==> config.mk <==
export PLATFORM = sky130hd
export DESIGN_NAME = vertical_sync
export DESIGN_NICKNAME = d
export VERILOG_FILES = /design/src/rtl/vertical_sync.sv
export SDC_FILE = /design/constraint.sdc
export NUM_CORES = 1
export LEC_CHECK = 0
export CAP_MARGIN = 20
export CORE_MARGIN = 1.5
export CORE_UTILIZATION = 47
export CTS_CLUSTER_DIAMETER = 150
export DETAILED_ROUTE_END_ITERATION = 10
export GPL_TIMING_DRIVEN = 0
export MAX_ROUTING_LAYER = met4
export PLACE_DENSITY_LB_ADDON = 0.25
export REMOVE_ABC_BUFFERS = 1
export SLEW_MARGIN = 20
export SYNTH_ARGS = -nofsm -noshare
export SYNTH_HDL_FRONTEND = slang
export SYNTH_SLANG_ARGS = --single-unit
export TNS_END_PERCENT = 1
==> constraint.sdc <==
create_clock -name pixel_clk -period 1.9 [get_ports pixel_clk]
set_input_delay 0.19 -clock pixel_clk [delete_from_list [all_inputs] [get_ports pixel_clk]]
set_output_delay 0.19 -clock pixel_clk [all_outputs]
set_load 0.1 [all_outputs]
==> src/rtl/vertical_sync.sv <==
// ---------------------------------------------------------------------------
// vertical_sync
// Vertical timing stage of the VGA encoder. Counts lines using the one-cycle
// end-of-line pulse from the horizontal stage, and produces vertical sync, the
// visible-window flag, the current line number and frame boundary pulses.
//
// Ports:
//   pixel_clk    in   1       pixel clock, rising edge
//   reset        in   1       asynchronous active-high reset
//   line_end     in   1       one-cycle pulse on the last pixel of a line
//   v_sync       out  1       vertical sync, asserted level = SYNC_POL
//   v_active     out  1       high while the line is in the visible window
//   line_y       out  LINE_W  current line number, 0..V_TOTAL-1
//   frame_start  out  1       one-cycle pulse when line_y wraps to 0
//   frame_end    out  1       one-cycle pulse when line_y becomes V_ACTIVE
//   frame_count  out  8       frames completed, mod 256
//                             (present only with VSYNC_FRAME_COUNT_EN)
//
// Build option: define VSYNC_FRAME_COUNT_EN to add the frame_count port.
// ---------------------------------------------------------------------------
module vertical_sync #(
  parameter int unsigned V_ACTIVE = 480,
  parameter int unsigned V_FP     = 10,
  parameter int unsigned V_SYNC   = 2,
  parameter int unsigned V_BP     = 33,
  parameter bit          SYNC_POL = 1'b0,
  parameter int unsigned LINE_W   = 10
) (
  input  logic              pixel_clk,
  input  logic              reset,
  input  logic              line_end,
  output logic              v_sync,
  output logic              v_active,
  output logic [LINE_W-1:0] line_y,
  output logic              frame_start,
  output logic              frame_end
`ifdef VSYNC_FRAME_COUNT_EN
  ,
  output logic [7:0]        frame_count
`endif
);

  localparam int unsigned V_TOTAL  = V_ACTIVE + V_FP + V_SYNC + V_BP;
  localparam int unsigned FP_END   = V_ACTIVE + V_FP;
  localparam int unsigned SYNC_END = FP_END + V_SYNC;

  typedef enum logic [1:0] {
    ST_ACTIVE,
    ST_FRONT,
    ST_SYNC,
    ST_BACK
  } state_t;

  state_t            state, state_nxt;
  logic [LINE_W-1:0] line_nxt;
  logic              last_line;
  logic              fs_nxt, fe_nxt;
  logic              v_active_nxt, v_sync_nxt;

  // Region a line number falls into; zero-length porches are skipped
  // naturally because their range is empty.
  function automatic state_t region_of(input logic [LINE_W-1:0] l);
    int unsigned li;
    li = 32'(l);
    if (li < V_ACTIVE)      return ST_ACTIVE;
    else if (li < FP_END)   return ST_FRONT;
    else if (li < SYNC_END) return ST_SYNC;
    else                    return ST_BACK;
  endfunction

  // Next-state, next-line and next-output logic
  always_comb begin
    line_nxt     = line_y;
    state_nxt    = state;
    fs_nxt       = 1'b0;
    fe_nxt       = 1'b0;
    last_line    = (32'(line_y) == V_TOTAL - 1);
    if (line_end) begin
      line_nxt  = last_line ? '0 : line_y + LINE_W'(1);
      fs_nxt    = last_line;
      fe_nxt    = !last_line && (32'(line_y) == V_ACTIVE - 1);
      state_nxt = region_of(line_nxt);
    end
    v_active_nxt = (state_nxt == ST_ACTIVE);
    v_sync_nxt   = (state_nxt == ST_SYNC) ? SYNC_POL : ~SYNC_POL;
  end

  // State and registered outputs
  always_ff @(posedge pixel_clk or posedge reset) begin
    if (reset) begin
      state       <= ST_ACTIVE;
      line_y      <= '0;
      v_active    <= 1'b1;
      v_sync      <= ~SYNC_POL;
      frame_start <= 1'b0;
      frame_end   <= 1'b0;
    end else begin
      state       <= state_nxt;
      line_y      <= line_nxt;
      v_active    <= v_active_nxt;
      v_sync      <= v_sync_nxt;
      frame_start <= fs_nxt;
      frame_end   <= fe_nxt;
    end
  end

`ifdef VSYNC_FRAME_COUNT_EN
  // Completed-frame counter, wraps 255 -> 0
  always_ff @(posedge pixel_clk or posedge reset) begin
    if (reset) begin
      frame_count <= 8'd0;
    end else if (fs_nxt) begin
      frame_count <= frame_count + 8'd1;
    end
  end
`endif

endmodule

Word level (Yosys, flattened, before mapping)
Cells that the tools add are included.

word-level totals
  output and inout bits = 14
  input bits = 3
  register bits after elaboration = 16
  word-level logic and storage cells = 24

cells by class
  equality and inequality tests = 3
  add/subtract/negate cells = 1
  reduce and logical (&&, ||, !) cells = 3
  order comparisons = 3
  muxes and demuxes = 8

operators with widths
  cell                   count
  $lt 10x9->1 const B    3
  $add 10x1->10 const B  1
  $eq 10x10->1 const B   1
  $eq 10x9->1 const B    1
  $mux 10                1
  $mux 2                 3
  $mux 1                 4
  $eq 2x2->1 const B     1
  $logic_not 2->1        1
  $logic_and 1x1->1      1
  $logic_not 1->1        1

Depth between registers and ports, before layout
  depth after elaboration = 9
  depth in mapped cells = 7
  depth with buffers taken out = 7

Least setup slack after synthesis
No wires, ideal clock.

  path type = register -> register
  from = reg line_y[0]
  to = reg v_sync
  stages on the path, launching flop included = 7
  required time = 1802 ps
  library setup time = 98 ps
  arrival time = 2400 ps
  clock period less this slack = 2498 ps
  slack = -598 ps
  path buffers = 1
  path through = dfrtp_1 ha_1 clkbuf_1 a31oi_1 a311oi_2 and4_1 o2111ai_1

between the ends
  cells in the longest elaborated chain, start to end = 9
  elaborated cells between the ends (all ways) = 12
  classes of those cells = 1 x add/sub; 3 x order compare; 2 x eq/ne; 6 x mux

ends and longest elaborated chain
  item                                                  line    source
  from (decl)                                           34      output logic [LINE_W-1:0] line_y,
  from (signal assigned)                                99      line_y <= line_nxt;
  $add 10x1->10 / $eq 10x10->1 (equally long branches)  79, 77
  $mux 10 *                                             79      line_nxt = last_line ? '0 : line_y + LINE_W'(1);
  $lt 10x9->1                                           67      else if (li < SYNC_END) return ST_SYNC;
  $mux 1                                                67
  $mux 2                                                66      else if (li < FP_END) return ST_FRONT;
  $mux 2 *                                              65      if (li < V_ACTIVE) return ST_ACTIVE;
  $mux 2 *                                              78      if (line_end) begin
  $eq 2x2->1 *                                          85      v_sync_nxt = (state_nxt == ST_SYNC) ? SYNC_POL : ~SYNC_POL;
  $mux 1 *                                              85
  named net v_sync_nxt                                  58      logic v_active_nxt, v_sync_nxt;
  to (signal assigned)                                  94      v_sync <= ~SYNC_POL;
  to (signal assigned)                                  101     v_sync <= v_sync_nxt;
  to (decl)                                             32      output logic v_sync,

The timed path passes the listed nets; every way through them passes the cells marked *.
A chain may end at the register's enable or synchronous reset.

Final worst setup path
  from = reg line_y[7]
  to = reg v_active

between the ends
  cells in the longest elaborated chain, start to end = 8
  elaborated cells between the ends (all ways) = 11
  classes of those cells = 1 x add/sub; 3 x order compare; 1 x eq/ne; 5 x mux; 1 x reduce/logical

ends and longest elaborated chain
  item                                                  line    source
  $add 10x1->10 / $eq 10x10->1 (equally long branches)  79, 77
  $mux 10 *                                             79
  $lt 10x9->1                                           67
  $mux 1                                                67
  $mux 2                                                66
  $mux 2 *                                              65
  $mux 2 *                                              78
  $logic_not 2->1 *                                     84      v_active_nxt = (state_nxt == ST_ACTIVE);
  named net v_active_nxt                                58
  to (signal assigned)                                  100     v_active <= v_active_nxt;
  to (decl)                                             33      output logic v_active,

Marks and branches as above.

==> metrics.cfg <==
[synth]
synth.top_cell.area_share_pct=34.1
synth_area_um2=1030
synth_top_cell_by_area=dfrtp_1
syn_avg_cell_area_um2=9.10
synthFlopType=dfrtp_1
synth_edf_count=0
ys_seq_area_share_pct=39.2
synth_cells=113
ys_warn_count=0
synth_area_leaders=dfrtp_1 (34%), dfstp_2 (5.1%), o21ai_0 (3.9%)
synth_cell_types=43
ys_seq_elements=16
synth-async-reset-ratio_pct=100

[pwr]
p_per_area_nw_per_um2=1580
ir_worst_vdd_mv=1.37
cellLeakagePower_uw=0.000630

[die]
die_width_um=49.8
core_um2=2000
core.rowCount=16
io-pin-count=17
die_area_um2=2480
fp.dieH_um=49.8
initial_core_util_pct=51.4

[cells_and_area]
nets=152
antenna_cells=0
design_area_um2=1390
area.growth.synth_to_final_pct=34.9
layout-drive-gt1-share_pct=32.9

[min_path]
hold_class=in2async

[worst_setup_path]
start_kind=flip-flop
cp_num_cells=5
crit_buf_inv=0
crit_path_top_delay_cell=or4b_4
crit_family=simple AND/OR/NAND/NOR gates
worstPathArrival_ps=2210
worst-path-max-fanout=4
worst-setup-path-type=reg2reg
end_kind=flip-flop
reg2regPathDepth=5
worstPathCellList=or4b_4 -> nor4_4 -> nand2b_4 -> o211ai_1 -> nor4b_2
required_ps=2110
slowest_delay_ps=570

[clock_network]
cts_root_buf=clkbuf_4
cts_hold_buf=0
path_clk_slew_ps=90
clk_path_buf_depth=2
cts_tree=done
numCtsBuffers=3
cts.sinks=16
clock_latency_ps=290
htreeDepth=1

[placed_design]
dp_hpwl_mm=1.55
post_dp_cell_area_um2=1180
gp_congestion=0.796
io_buffers=16

[sta]
hold_violations=0
tightest_slew_ps=956
max_slew_margin_pct=36.5
rsz0062_at_grt=true
worst_slack_ps=-96.8
finalCritPeriodShare_pct=105
fin_skew_ps=14.4
setup_tns_ps=-319
maxSlewViolCount=0
fmax_mhz=501
period_minus_slack_ps=2000
report.final.setup_viol=5

[global_route]
grt_pass1_vias=828
overflow=0
grt_pass1_wl_mm=3.86
antenna_found_initial=0
grt_max_degree=17
grtUsageTotal_pct=20.6

[drt]
wl_per_cell_um=15.6
vias=1002
vias_per_cell=5.79
ant_nets=0
detailedRoute.firstPassIterationCount=4
drt_wl_total_mm=2.70
drt-initial-drc-count=64
drc=0

[job]
cap_violations=0

[run_status]
status=complete, but fails checks
violations=negative setup slack

==> area by class of cell <==
cell class	count	area (um2)
clock buffers	4	26.3
fillers	157	614
inverters	7	26.3
multi-input cells	82	591
flip-flops and latches	16	413
well taps	27	33.8
repair buffers	37	298
==> repair_timing <==
item	CTS	global route
setup endpoints to repair	19	9
pin swaps	0	8
buffers inserted	0	21
resized for setup	26	8
==> layout by cell type (no fill, tap or decap), types with 2 or more instances in the layout <==
cell type	Yosys	final
buf_4	0	21
dlygate4sd2_1	0	12
nand2_1	10	10
dfrtp_2	0	8
inv_1	7	7
nand3_1	7	7
a21oi_1	6	6
dfrtp_1	14	6
o21ai_0	8	5
o21ai_1	1	4
nand2b_1	4	3
nor3_1	3	3
nor2_1	3	3
clkbuf_4	0	3
xnor2_1	2	2
xor2_1	2	2
and2_1	2	2
nand4_1	2	2
or3_1	2	2
nor4_1	2	2
nand4b_1	2	2
o21bai_1	2	2
clkdlybuf4s50_1	0	2
dfstp_2	2	2
==> logic make-up (layout without fill, tap and decap cells) <==
family                     after synthesis  in the layout  share of synthesized area, %
and+or+nand+nor                         48             48                          29.7
muxes                                    1              1                         0.973
buffers and inverters                   15             48                          6.45
adders and majority gates                2              2                          2.43
AOI/OAI and AO/OA                       27             27                          17.9
DFF                                     16             16                          39.2
xor gates and xnor gates                 4              4                          3.41
==> where the power goes <==
part           internal (uW)  total (uW)  switching [uW]
registers                443         581             138
clock network           81.7         182             100
logic                    443        1420             980
==> synth_stat cells, types with 2 or more instances <==
library cell  count
nand2_1          10
a21oi_1           6
nand3_1           7
nand2b_1          4
or3_1             2
nor3_1            3
buf_2             2
nand4b_1          2
and4_1            2
xor2_1            2
o21ai_0           8
xnor2_1           2
nor4_1            2
inv_1             7
nor2_1            3
dfrtp_1          14
clkbuf_1          4
o21bai_1          2
nand4_1           2
ha_1              2
and2_1            2
or4_1             2
nand2_2           2
dfstp_2           2
==> registers in the layout, summed over array words and instances (netlist names) <==
signal       cells
frame_start      1
frame_end        1
v_active         1
v_sync           1
line_y          10
state            2
==> through the flow <==
| step | std cells | hold slack (ps) | total power, uW | util (%) | setup slack (ps) |
|---|---|---|---|---|---|
| 4_1_cts | 152 | 258 | 1890 | 60.8 | -157 |
| 6_report | 173 | 241 | 2190 | 69.3 | -96.8 |
| 2_1_floorplan | 105 | 102 | 1460 | - | -683 |
| 5_1_grt | 173 | 322 | 2290 | 69.3 | -185 |
| 3_5_place_dp | 148 | 524 | 1730 | 59.1 | -358 |
| 3_3_place_gp | 148 | 515 | 1710 | 59.1 | -370 |
==> metal layers <==
metal,up-vias,global-route usage [%],part of all wire (%)
met3,8,5.76,7.8
met5,-,-,0
met2,61,32.2,47
li1,476,-,-
met1,457,26.2,44
met4,0,5.56,1.6
==> worst paths after layout <==
path                       startpoint   endpoint  slack (ps)
max                         line_y[7]   v_active        -100
min                             reset  frame_end         240
max reg2reg                 line_y[7]   v_active        -100
min reg2reg                 line_y[2]  line_y[2]         520
max in group asynchronous       reset  line_y[1]        1240
min in group pixel_clk      line_y[2]  line_y[2]         520
Power figures use the tool's default switching activity.
